`src/rtl/disp_regctrl.sv`:
```
// Display register block and raster timing generator: holds the frame-buffer base
// and control/interrupt/FIFO registers, and produces HSYNC/VSYNC/DE for the pixel reader.
module disp_regctrl #(
  parameter int H_ACTIVE = 640,
  parameter int H_FP     = 16,
  parameter int H_SYNC   = 96,
  parameter int H_BP     = 48,
  parameter int V_ACTIVE = 480,
  parameter int V_FP     = 10,
  parameter int V_SYNC   = 2,
  parameter int V_BP     = 33
) (
  input  logic        ACLK,
  input  logic        ARST,
  input  logic [15:0] WRADDR,
  input  logic [3:0]  BYTEEN,
  input  logic        WREN,
  input  logic [31:0] WDATA,
  input  logic [15:0] RDADDR,
  input  logic        RDEN,
  output logic [31:0] RDATA,
  input  logic        FIFO_UNDER,
  output logic        DSP_HSYNC,
  output logic        DSP_VSYNC,
  output logic        DSP_DE,
  output logic        FRAME_START,
  output logic [28:0] DSP_ADDR,
  output logic        DSP_ON,
  output logic        DISP_IRQ
);

  localparam int HTOTAL = H_ACTIVE + H_FP + H_SYNC + H_BP;
  localparam int VTOTAL = V_ACTIVE + V_FP + V_SYNC + V_BP;
  localparam int HW = $clog2(HTOTAL);
  localparam int VW = $clog2(VTOTAL);

  localparam logic [HW-1:0] H_LAST = HW'(HTOTAL - 1);
  localparam logic [HW-1:0] H_ACT  = HW'(H_ACTIVE);
  localparam logic [HW-1:0] HS_BEG = HW'(H_ACTIVE + H_FP);
  localparam logic [HW-1:0] HS_END = HW'(H_ACTIVE + H_FP + H_SYNC);
  localparam logic [VW-1:0] V_LAST = VW'(VTOTAL - 1);
  localparam logic [VW-1:0] V_ACT  = VW'(V_ACTIVE);
  localparam logic [VW-1:0] VS_BEG = VW'(V_ACTIVE + V_FP);
  localparam logic [VW-1:0] VS_END = VW'(V_ACTIVE + V_FP + V_SYNC);

  logic [28:2]   disp_addr;
  logic [28:2]   dsp_addr;
  logic          disp_on;
  logic          vblank;
  logic          int_en;
  logic          irq;
  logic          under;
  logic          run;
  logic [HW-1:0] hcnt;
  logic [VW-1:0] vcnt;

  logic          wr_addr, wr_ctrl, wr_int, wr_fifo;
  logic          frame_end, vblank_evt, start;
  logic [31:0]   rd_mux;
  logic          unused_wdata;

  assign unused_wdata = ^WDATA[31:29];

  assign wr_addr    = WREN && (WRADDR == 16'h2000);
  assign wr_ctrl    = WREN && (WRADDR == 16'h2004) && BYTEEN[0];
  assign wr_int     = WREN && (WRADDR == 16'h2008) && BYTEEN[0];
  assign wr_fifo    = WREN && (WRADDR == 16'h200C) && BYTEEN[0];
  assign frame_end  = (hcnt == H_LAST) && (vcnt == V_LAST);
  assign vblank_evt = run && (hcnt == '0) && (vcnt == V_ACT);
  assign start      = !run && disp_on;

  assign DSP_ADDR = {dsp_addr, 2'b00};
  assign DSP_ON   = run;
  assign DISP_IRQ = irq;

  always_comb begin
    rd_mux = 32'hDEADFACE;
    case (RDADDR)
      16'h2000: rd_mux = {3'b000, disp_addr, 2'b00};
      16'h2004: rd_mux = {30'd0, vblank, disp_on};
      16'h2008: rd_mux = {30'd0, irq, int_en};
      16'h200C: rd_mux = {31'd0, under};
      default:  rd_mux = 32'hDEADFACE;
    endcase
  end

  // Hardware set events take priority over software write-1-to-clear.
  always_ff @(posedge ACLK) begin
    if (!ARST) begin
      disp_addr <= '0;
      dsp_addr  <= '0;
      disp_on   <= 1'b0;
      vblank    <= 1'b0;
      int_en    <= 1'b0;
      irq       <= 1'b0;
      under     <= 1'b0;
      RDATA     <= '0;
    end else begin
      if (wr_addr) begin
        if (BYTEEN[0]) disp_addr[7:2]   <= WDATA[7:2];
        if (BYTEEN[1]) disp_addr[15:8]  <= WDATA[15:8];
        if (BYTEEN[2]) disp_addr[23:16] <= WDATA[23:16];
        if (BYTEEN[3]) disp_addr[28:24] <= WDATA[28:24];
      end
      if (wr_ctrl) disp_on <= WDATA[0];
      if (wr_int)  int_en  <= WDATA[0];

      if (vblank_evt)                vblank <= 1'b1;
      else if (wr_ctrl && WDATA[1])  vblank <= 1'b0;

      if (vblank_evt && int_en)      irq <= 1'b1;
      else if (wr_int && WDATA[1])   irq <= 1'b0;

      if (FIFO_UNDER)                under <= 1'b1;
      else if (wr_fifo && WDATA[0])  under <= 1'b0;

      if (start || vblank_evt) dsp_addr <= disp_addr;
      if (RDEN) RDATA <= rd_mux;
    end
  end

  // Stopping waits for the last pixel of the frame so frames are never cut short.
  always_ff @(posedge ACLK) begin
    if (!ARST) begin
      run  <= 1'b0;
      hcnt <= '0;
      vcnt <= '0;
    end else begin
      if (!run) run <= disp_on;
      else if (frame_end && !disp_on) run <= 1'b0;

      if (!run) begin
        hcnt <= '0;
        vcnt <= '0;
      end else if (hcnt == H_LAST) begin
        hcnt <= '0;
        vcnt <= (vcnt == V_LAST) ? '0 : vcnt + 1'b1;
      end else begin
        hcnt <= hcnt + 1'b1;
      end
    end
  end

  always_ff @(posedge ACLK) begin
    if (!ARST) begin
      DSP_HSYNC   <= 1'b1;
      DSP_VSYNC   <= 1'b1;
      DSP_DE      <= 1'b0;
      FRAME_START <= 1'b0;
    end else begin
      DSP_DE      <= run && (hcnt < H_ACT) && (vcnt < V_ACT);
      DSP_HSYNC   <= !(run && (hcnt >= HS_BEG) && (hcnt < HS_END));
      DSP_VSYNC   <= !(run && (vcnt >= VS_BEG) && (vcnt < VS_END));
      FRAME_START <= run && (hcnt == '0) && (vcnt == '0);
    end
  end

endmodule

```
`config.mk`:
```
export PLATFORM = sky130hd
export DESIGN_NAME = disp_regctrl
export DESIGN_NICKNAME = d
export VERILOG_FILES = /design/src/rtl/disp_regctrl.sv
export SDC_FILE = /design/constraint.sdc
export NUM_CORES = 1
export LEC_CHECK = 0
export BUFFER_PORTS_ARGS = -buffer_cell sky130_fd_sc_hd__buf_4
export CAP_MARGIN = 20
export CORE_ASPECT_RATIO = 0.8
export CORE_UTILIZATION = 28
export CTS_BUF_LIST = sky130_fd_sc_hd__clkbuf_4
export CTS_CLUSTER_SIZE = 12
export DETAILED_ROUTE_END_ITERATION = 10
export GPL_TIMING_DRIVEN = 0
export PLACE_DENSITY = 0.53
export SYNTH_ARGS = -nofsm -noshare
export SYNTH_HDL_FRONTEND = slang
export SYNTH_SLANG_ARGS = --single-unit
```
`constraint.sdc`:
```
create_clock -name ACLK -period 4 [get_ports ACLK]
set_input_delay 0.4 -clock ACLK [delete_from_list [all_inputs] [get_ports ACLK]]
set_output_delay 0.4 -clock ACLK [all_outputs]
set_load 0.1 [all_outputs]
```
==> results of run 1 <==
[metal layers]
layer | track usage (%) | share of wire [%] | vias to the layer above
met5 | 0 | 0 | -
met4 | 5.94 | 0.99 | 0
met3 | 5.36 | 6.9 | 11
met2 | 25.3 | 42 | 127
met1 | 23.0 | 50 | 2223
li1 | - | - | 2539
[cells in the final DEF (no fill, tap or decap), types with 6 or more instances in the layout]
cell      count
buf_4       138
nand2_1     115
dfxtp_1     114
a21oi_1      55
mux2i_1      54
nor2_1       50
clkbuf_1     35
and3_1       31
nor3_1       30
o21ai_0      27
nand3_1      21
clkbuf_4     17
inv_1        10
nand2b_1      9
a21boi_0      8
nand4_1       8
or4_1         7
or3_1         6
xor2_1        6
[final cells by class]
class                           count  area [sq um]  share of cell area (%)
Clock inverter                     15           155                    2.27
Clock buffer                       17           128                    1.87
Timing Repair Buffer              133           998                    14.6
Sequential cell                   114          2280                    33.4
Multi-Input combinational cell    474          2710                    39.7
Tap cell                          253           317                    4.64
Buffer                             45           198                    2.89
Inverter                           10          37.5                   0.550
Antenna cell                        1          2.50                  0.0366
[sequential cells by signal (all words and copies together) (netlist names), 10 cells and up]
| signal | flops |
|---|---|
| hcnt | 10 |
| vcnt | 10 |
| RDATA | 30 |
| disp_addr | 27 |
| dsp_addr | 27 |
[Yosys cell counts, types with 8 or more instances]
| cell type | number | area share (%) |
|---|---|---|
| nand2b_1 | 9 | 1.1 |
| dfxtp_1 | 114 | 44 |
| nand4_1 | 8 | 0.96 |
| a21oi_1 | 55 | 5.3 |
| mux2i_1 | 54 | 10 |
| a21boi_0 | 8 | 1.2 |
| clkbuf_1 | 35 | 2.5 |
| inv_1 | 10 | 0.72 |
| nand2_1 | 115 | 8.3 |
| nor3_1 | 30 | 2.9 |
| and3_1 | 31 | 3.7 |
| nor2_1 | 50 | 3.6 |
| nand3_1 | 21 | 2.0 |
| o21ai_0 | 27 | 2.6 |
[stage by stage]
| step | utilization (%) | area (sq um) | setup slack (ps) |
|---|---|---|---|
| after floorplan | - | 5230 | 1560 |
| after global routing | 37.5 | 6830 | 1190 |
| after CTS | 37.5 | 6830 | 1300 |
| after detailed placement | 35.9 | 6540 | 1320 |
| final | 37.5 | 6830 | 1340 |
| after global placement | 35.9 | 6540 | 1340 |
[logic make-up (layout without fill, tap and decap cells)]
group / Yosys count / count (layout) / share of synthesized area, %
AOI/OAI and AO/OA: 102 / 102 / 10.7
buffers and inverters: 55 / 220 / 4.51
DFF: 114 / 114 / 43.7
adders and majority gates: 4 / 4 / 0.959
muxes: 56 / 56 / 10.8
xor gates and xnor gates: 10 / 10 / 1.68
and+or+nand+nor: 299 / 299 / 27.6
other: 1 / 4 / 0.0718
[where the power goes]
group	switching [W]	leakage [nW]	internal [W]
Combinational	0.000191	1.63	0.0000833
Clock	0.000508	0.141	0.000375
Sequential	0.00000925	0.925	0.00115
Total	0.000708	2.70	0.00161
[worst min-delay path, stage by stage]
cell and delay, ps:
buf_4 80, nor4_1 40, nor2_1 90
[worst min-delay path by stage]
| stage | cells after the start | slack, ps | to | from |
|---|---|---|---|---|
| 2_1_floorplan | 1 | 420 | DSP_VSYNC$_SDFF_PN1_ | vcnt[1]$_SDFFE_PN0N_ |
| 6_report | 3 | 90 | under$_SDFFE_PN0P_ | FIFO_UNDER |
| 4_1_cts | 3 | 50 | under$_SDFFE_PN0P_ | FIFO_UNDER |
| 5_1_grt | 3 | 50 | disp_addr[13]$_SDFFE_PN0P_ | WDATA[13] |
| 3_3_place_gp | 2 | 450 | RDATA[16]$_SDFFE_PN0P_ | disp_addr[16]$_SDFFE_PN0P_ |
| 3_5_place_dp | 2 | 460 | RDATA[16]$_SDFFE_PN0P_ | disp_addr[16]$_SDFFE_PN0P_ |
==> qor.yml, run 1 <==
cts.clk_slew.worst_paths_ps: 130
worstPathCellList: "inv_1 > ha_1 > or4b_2 > nor4_2 > buf_4 > buf_6 > mux2i_1 > nand2_1"
period_needed_ps: 2660
async_reset_ff_share_pct: 0
htree_levels: 4
drive_gt1_share_pct: 22.2
path_depth: 8
rows: 44
rsz0062_at_grt: "false"
peakVddDrop_v: 0.000153
grt_max_degree: 17
max-slew-margin-rel_pct: 30.6
overflow: 0
fillerInstances: 1953
insertion_delay_ps: 550
gp_congestion: 0.784
dieArea_sq_um: 19200
reg2reg_depth: 8
drc: 0
drtIter0Drc: 273
slew_viol_final: 0
total_power_w: 0.00232
route.vias.total: 4900
grt_pass1_wl_um: 24600
p_leak_nw: 2.70
setup_viol: 0
firstDrtPassIters: 5
hold_ws_ps: 87.9
nNetsFinal: 872
start_util_pct: 28.7
synth-main-ff-cell: "dfxtp_1"
syn_to_final_growth_pct: 30.8
yosys_warnings: 0
worstMarginPinSlew_ps: 1040
dpl.cell_count: 1029
finalCritPeriodShare_pct: 66.6
cts_root_buf: "clkbuf_4"
die-width_um: 155
hold_path.class: "in2reg"
coreArea_sq_um: 18200
r2r_setup_slack_ps: 1340
reg2reg_from: "vcnt[0]$_SDFFE_PN0N_"
grt_pass1_vias: 4511
cts_max_path_buffers: 2
vias_per_cell: 4.61
regToRegEndpoint: "dsp_addr[20]$_SDFFE_PN0P_"
tns_ps: 0
fin_cells: 1062
drv_cap: 0
clock_skew_ps: 22.9
hold_buffers: 0
cp_top_family: "simple AND/OR/NAND/NOR gates"
hpwl_um: 12300
ant_nets: 0
ys_types: 45
syn-cell-area_sq_um: 5220
cts_resized: 0
worstPathArrival_ps: 3100
clock-sinks: 114
critPathMaxStageDelay_ps: 600
io_buffers: 133
powerDensity_nw_per_um2: 339
max_freq_mhz: 375
crit_type: "reg2reg"
crit_fanout: 10
cts_setup_buffers: 0
start_kind: "flop"
startpoint: "vcnt[0]$_SDFFE_PN0N_"
synth_cells: 641
synth_edf_count: 0
syn_avg_cell_area_sq_um: 8.15
crit_buf_inv: 3
post_drt_wl_per_cell_um: 15.2
chipHeight_um: 124
outcome: "completed"
cts_tree: "done"
endpoint: "dsp_addr[20]$_SDFFE_PN0P_"
synth.ff_latch_count: 114
io_pins: 140
grtUsageTotal_pct: 17.0
cp.required_ps: 4430
synth-seq-area-share_pct: 43.7
routed_wl_um: 16100
timing.critical_path.slowest_stage_cell: "or4b_2"
setup.worst_path.end_class: "flop"
hold_viol: 0
antenna_found_initial: 1
cts_buffers: 17
No activity file was read; power rests on OpenSTA's default activity.
==> inputs of run 2 (changes only) <==
==> constraint.sdc (replaced) <==
create_clock -name ACLK -period 2.7 [get_ports ACLK]
set_input_delay 0.27 -clock ACLK [delete_from_list [all_inputs] [get_ports ACLK]]
set_output_delay 0.27 -clock ACLK [all_outputs]
set_load 0.1 [all_outputs]
==> run 2 against run 1 <==
  * First-iteration DRC count is 25% higher
  * Sequential share of layout area is 1.4 points lower
  * Register-to-register slack worse by 1200 ps
  * Worst setup slack worse by 1200 ps
  * Highest routed layer unchanged
  * Hold slack worse by 14 ps
==> qor.yml, run 2 (synthesized netlist as in run 1, its figures left out) <==
cts.clk_slew.worst_paths_ps: 130
grt_max_degree: 17
grt_pass1_vias: 4649
final_common_cell: "buf_4"
max-slew-margin-rel_pct: 30.1
chipHeight_um: 124
largest_reg_flops: 30
peakVddDrop_v: 0.000229
drtIter0Drc: 340
setup.worst_path.end_class: "flop"
max_freq_mhz: 391
grt_pass1_wl_um: 25100
cts_buffers: 17
cts_setup_buffers: 0
insertion_delay_ps: 560
multi_input_area_sq_um: 2720
regMostFlops: "RDATA"
drc: 0
fillerInstances: 1941
firstDrtPassIters: 5
io_buffers: 133
coreArea_sq_um: 18200
period_needed_ps: 2560
cts_max_path_buffers: 2
antenna_found_initial: 1
post_drt_wl_per_cell_um: 14.9
overflow: 0
reg.largest.list: "RDATA (30), disp_addr (27), dsp_addr (27)"
drive_gt1_share_pct: 21.4
ant_nets: 0
powerDensity_nw_per_um2: 486
worstMarginPinSlew_ps: 1040
route.vias.total: 5000
grt_use_met3_pct: 5.36
cts_tree: "done"
setup_viol: 0
use_met2_pct: 25.8
start_util_pct: 28.7
finalCritPeriodShare_pct: 94.7
p_int_w: 0.00241
nNetsFinal: 902
die-width_um: 155
rows: 44
crit_fanout: 10
worstPathArrival_ps: 3000
p_leak_nw: 2.83
grtUsageTotal_pct: 17.1
hold_path.class: "in2reg"
p_switching_w: 0.00106
cp.required_ps: 3140
dpl.cell_count: 1029
crit_type: "reg2reg"
slew_viol_final: 0
outcome: "completed"
power_frac_seq_pct: 49.5
rsz0062_at_grt: "false"
syn_to_final_growth_pct: 36.7
drv_cap: 0
hpwl_um: 12300
final_cell_mix: "buf_4, nand2_1, dfxtp_1"
vias_per_cell: 4.58
gp_congestion: 0.784
hold_viol: 0
tns_ps: 0
final-seq-area_sq_um: 2280
routed_wl_um: 16300
start_kind: "flop"
swShare_pct: 30.5
clock_skew_ps: 24.8
cts_root_buf: "clkbuf_4"
fin_cells: 1092
htree_levels: 4
grtUsageMet1_pct: 23.1
clock-sinks: 114
clock_power_share_pct: 37.7
power_frac_comb_pct: 12.7
dieArea_sq_um: 19200
io_pins: 140
grt_busiest_layer: "met2"
run 2: cell types whose count changed in the layout (fill, tap and decap cells not counted), sizes merged:
cell | previous run | this run
dlygate4sd3 | 0 | 30
run 2: worst paths after layout:
check	start	to	slack (ps)	cells past startpoint
max reg2reg	vcnt[0]$_SDFFE_PN0N_	dsp_addr[20]$_SDFFE_PN0P_	140	8
max	vcnt[0]$_SDFFE_PN0N_	dsp_addr[20]$_SDFFE_PN0P_	140	8
min	RDADDR[3]	RDATA[1]$_SDFFE_PN0P_	70	4
min reg2reg	disp_addr[28]$_SDFFE_PN0P_	RDATA[28]$_SDFFE_PN0P_	470	2
run 2: layer usage:
layer	routed length [um]	share of wire, %	up-vias
met3	1090	6.7	13
li1	-	-	2599
met5	0	0	-
met2	6890	42	116
met1	8110	50	2272
met4	202	1.2	0
run 2: cell type report:
type,instances,area share [%]
clock inverter,15,2.17
timing repair buffer,163,18.2
multi-input combinational,474,38.1
antenna,1,0.0351
inverter,10,0.526
buffer,45,2.77
clock buffer,17,1.79
tap,253,4.43
sequential,114,32.0
run 2: worst max-delay path: stages (launching register included):
cell	delay, ps
dfxtp_1	380
inv_1	80
ha_1	160
or4b_2	620
nor4_4	450
buf_4	300
buf_6	200
mux2i_1	200
nand2_1	70
run 2: what timing repair did:
| action | CTS | global route |
|---|---|---|
| resized for setup | 0 | 1 |
| hold endpoints to repair | 29 | 0 |
| hold buffers | 30 | 0 |
| setup endpoints to repair | 0 | 12 |
run 2: stage by stage:
| stage | total power (W) | util, % | instance area (sq um) | hold WS (ps) | setup slack, ps |
|---|---|---|---|---|---|
| 2_1_floorplan | 0.00201 | - | 5230 | 411 | 258 |
| 3_3_place_gp | 0.00216 | 35.9 | 6540 | 448 | 39.5 |
| 3_5_place_dp | 0.00216 | 35.9 | 6540 | 456 | 15.4 |
| 4_1_cts | 0.00350 | 39.1 | 7130 | 49.6 | 0.890 |
| 5_1_grt | 0.00360 | 39.2 | 7140 | 75.8 | 27.2 |
| 6_report | 0.00347 | 39.2 | 7140 | 74.4 | 143 |
run 2: power groups by stage:
stage | Clock (W) | Combinational (W) | Sequential, W
final | 0.00131 | 0.000441 | 0.00172
after global routing | 0.00142 | 0.000466 | 0.00172
after CTS | 0.00133 | 0.000444 | 0.00172
after detailed placement | 0 | 0.000408 | 0.00176
after global placement | 0 | 0.000407 | 0.00176
after floorplan | 0 | 0.0000980 | 0.00191
==> inputs of run 3 (changes only) <==
--- a/config.mk
+++ b/config.mk
@@ -5,7 +5,7 @@
 export SDC_FILE = /design/constraint.sdc
 export NUM_CORES = 1
 export LEC_CHECK = 0
-export BUFFER_PORTS_ARGS = -buffer_cell sky130_fd_sc_hd__buf_4
+export BUFFER_PORTS_ARGS = -buffer_cell sky130_fd_sc_hd__buf_2
 export CAP_MARGIN = 20
 export CORE_ASPECT_RATIO = 0.8
 export CORE_UTILIZATION = 28
==> run 3 against run 2 <==
  * Count of clock-buffer cells in the layout up 1
  * Fmax up 2.3%
  * Combinational power shrank 10%
  * Critical path depth stayed put
==> qor.yml, run 3 (synthesized netlist as in run 1, its figures left out) <==
slew_viol_final: 0
rows: 44
cts_buffers: 17
regToRegEndpoint: "dsp_addr[22]$_SDFFE_PN0P_"
p_int_w: 0.00227
cts_root_buf: "clkbuf_4"
setup_ws_ps: 200
syn_to_final_growth_pct: 29.3
dp_slack_ps: 5.60
die-width_um: 155
drv_cap: 0
grt_pass1_vias: 4700
placed_area_sq_um: 6210
clock_power_share_pct: 35.5
hpwl_um: 12100
chipHeight_um: 124
peakVddDrop_v: 0.000241
finalCritPeriodShare_pct: 92.6
hold_viol: 0
route.vias.total: 5026
cts_setup_buffers: 0
grt_max_degree: 17
p_switching_w: 0.00101
tns_ps: 0
reg2reg_depth: 8
max-slew-margin-rel_pct: 29.9
ant_nets: 0
reg2reg_from: "hcnt[0]$_SDFF_PP0_"
firstDrtPassIters: 4
drtIter0Drc: 228
power_frac_comb_pct: 12.1
overflow: 0
coreArea_sq_um: 18200
max_freq_mhz: 400
design_area_sq_um: 6750
cts_max_path_buffers: 2
hold_path_end: "under$_SDFFE_PN0P_"
start_util_pct: 28.7
outcome: "completed"
dieArea_sq_um: 19200
final_cell_mix: "buf_2, nand2_1, dfxtp_1"
io_pins: 140
final_common_cell: "buf_2"
start_kind: "flop"
power_frac_seq_pct: 52.3
cts.clk_slew.worst_paths_ps: 110
grt_pass1_wl_um: 25200
crit_type: "reg2reg"
period_needed_ps: 2500
r2r_setup_slack_ps: 200
nNetsFinal: 900
setup_viol: 0
setup.worst_path.end_class: "flop"
hold_depth: 4
grtUsageTotal_pct: 17.2
clock-sinks: 114
worstMarginPinSlew_ps: 1050
clock_skew_ps: 25.4
drc: 0
crit_fanout: 10
regMostFlops: "RDATA"
cts_tree: "done"
vias_per_cell: 4.61
insertion_delay_ps: 540
io_buffers: 133
worstPathArrival_ps: 2920
rsz0062_at_grt: "false"
reg.largest.list: "RDATA (30), disp_addr (27), dsp_addr (27)"
hold_path.class: "in2reg"
cp.required_ps: 3120
drive_gt1_share_pct: 21.5
powerDensity_nw_per_um2: 486
min_from: "WDATA[0]"
p_leak_nw: 2.73
largest_reg_flops: 30
routed_wl_um: 16000
gp_congestion: 0.765
swShare_pct: 30.8
htree_levels: 4
antenna_found_initial: 1
post_drt_wl_per_cell_um: 14.7
==> run 3: changes by cell type in the layout (fill, tap and decap cells not counted), sizes merged <==
cell,previous run,this run
clkinvlp,4,5
clkinv,4,6
inv,15,12
bufinv,2,1
dlygate4sd3,30,28
clkbuf,52,53
==> run 3: timing repair <==
item / CTS / global route
gates resized for setup: 1 / 0
endpoints found under the setup margin: 6 / 5
pin swaps: 0 / 1
hold endpoints to repair: 28 / 0
hold buffers: 28 / 0
==> run 3: power by group through the flow <==
stage	clock network [W]	registers [W]	logic (W)
after floorplan	0	0.00191	0.0000980
after global placement	0	0.00176	0.000364
after detailed placement	0	0.00176	0.000366
after CTS	0.00120	0.00172	0.000398
after global routing	0.00128	0.00172	0.000422
final	0.00117	0.00172	0.000397
==> run 3: metrics by stage <==
| stage | utilization, % | instances | total power [W] | hold WS (ps) |
|---|---|---|---|---|
| 3_3_place_gp | 34.1 | 1029 | 0.00212 | 449 |
| 2_1_floorplan | - | 643 | 0.00201 | 411 |
| 3_5_place_dp | 34.1 | 1029 | 0.00212 | 453 |
| 5_1_grt | 37.1 | 1090 | 0.00342 | 23.4 |
| 6_report | 37.1 | 1090 | 0.00328 | 34.6 |
| 4_1_cts | 37.0 | 1089 | 0.00331 | 0.748 |
==> run 3: worst max-delay path by stage <==
stage,slack (ps),from,cells after the start,endpoint
5_1_grt,20,hcnt[0]$_SDFF_PP0_,8,dsp_addr[23]$_SDFFE_PN0P_
2_1_floorplan,260,DSP_ON$_SDFF_PN0_,6,dsp_addr[20]$_SDFFE_PN0P_
3_5_place_dp,6,vcnt[1]$_SDFFE_PN0N_,8,dsp_addr[26]$_SDFFE_PN0P_
3_3_place_gp,40,vcnt[0]$_SDFFE_PN0N_,8,dsp_addr[22]$_SDFFE_PN0P_
4_1_cts,110,vcnt[1]$_SDFFE_PN0N_,8,dsp_addr[22]$_SDFFE_PN0P_
6_report,200,hcnt[0]$_SDFF_PP0_,8,dsp_addr[22]$_SDFFE_PN0P_
==> run 3: per-layer routing <==
metal	vias to the layer above	track usage, %	routed length, um
met5	-	0	0
met4	0	5.07	141
met3	11	5.88	1040
met2	119	25.5	6690
met1	2297	23.5	8140
li1	2599	-	-
==> run 3: final cells by class <==
cell class / count / area [sq um]
diodes: 1 / 2.50
plain buffers: 45 / 198
clock buffers: 18 / 135
clock inverters: 14 / 114
fillers: 1938 / 11500
inverters: 10 / 37.5
multi-input cells: 474 / 2720
flip-flops and latches: 114 / 2280
well taps: 253 / 317
repair buffers: 161 / 946
==> run 3: critical path: stages, from the launching register on <==
cell and delay [ps]:
dfxtp_1 360, inv_1 70, ha_1 140, or4b_2 630, nor4_4 420, buf_4 290, buf_6 200, mux2i_1 200
nand2_1 70
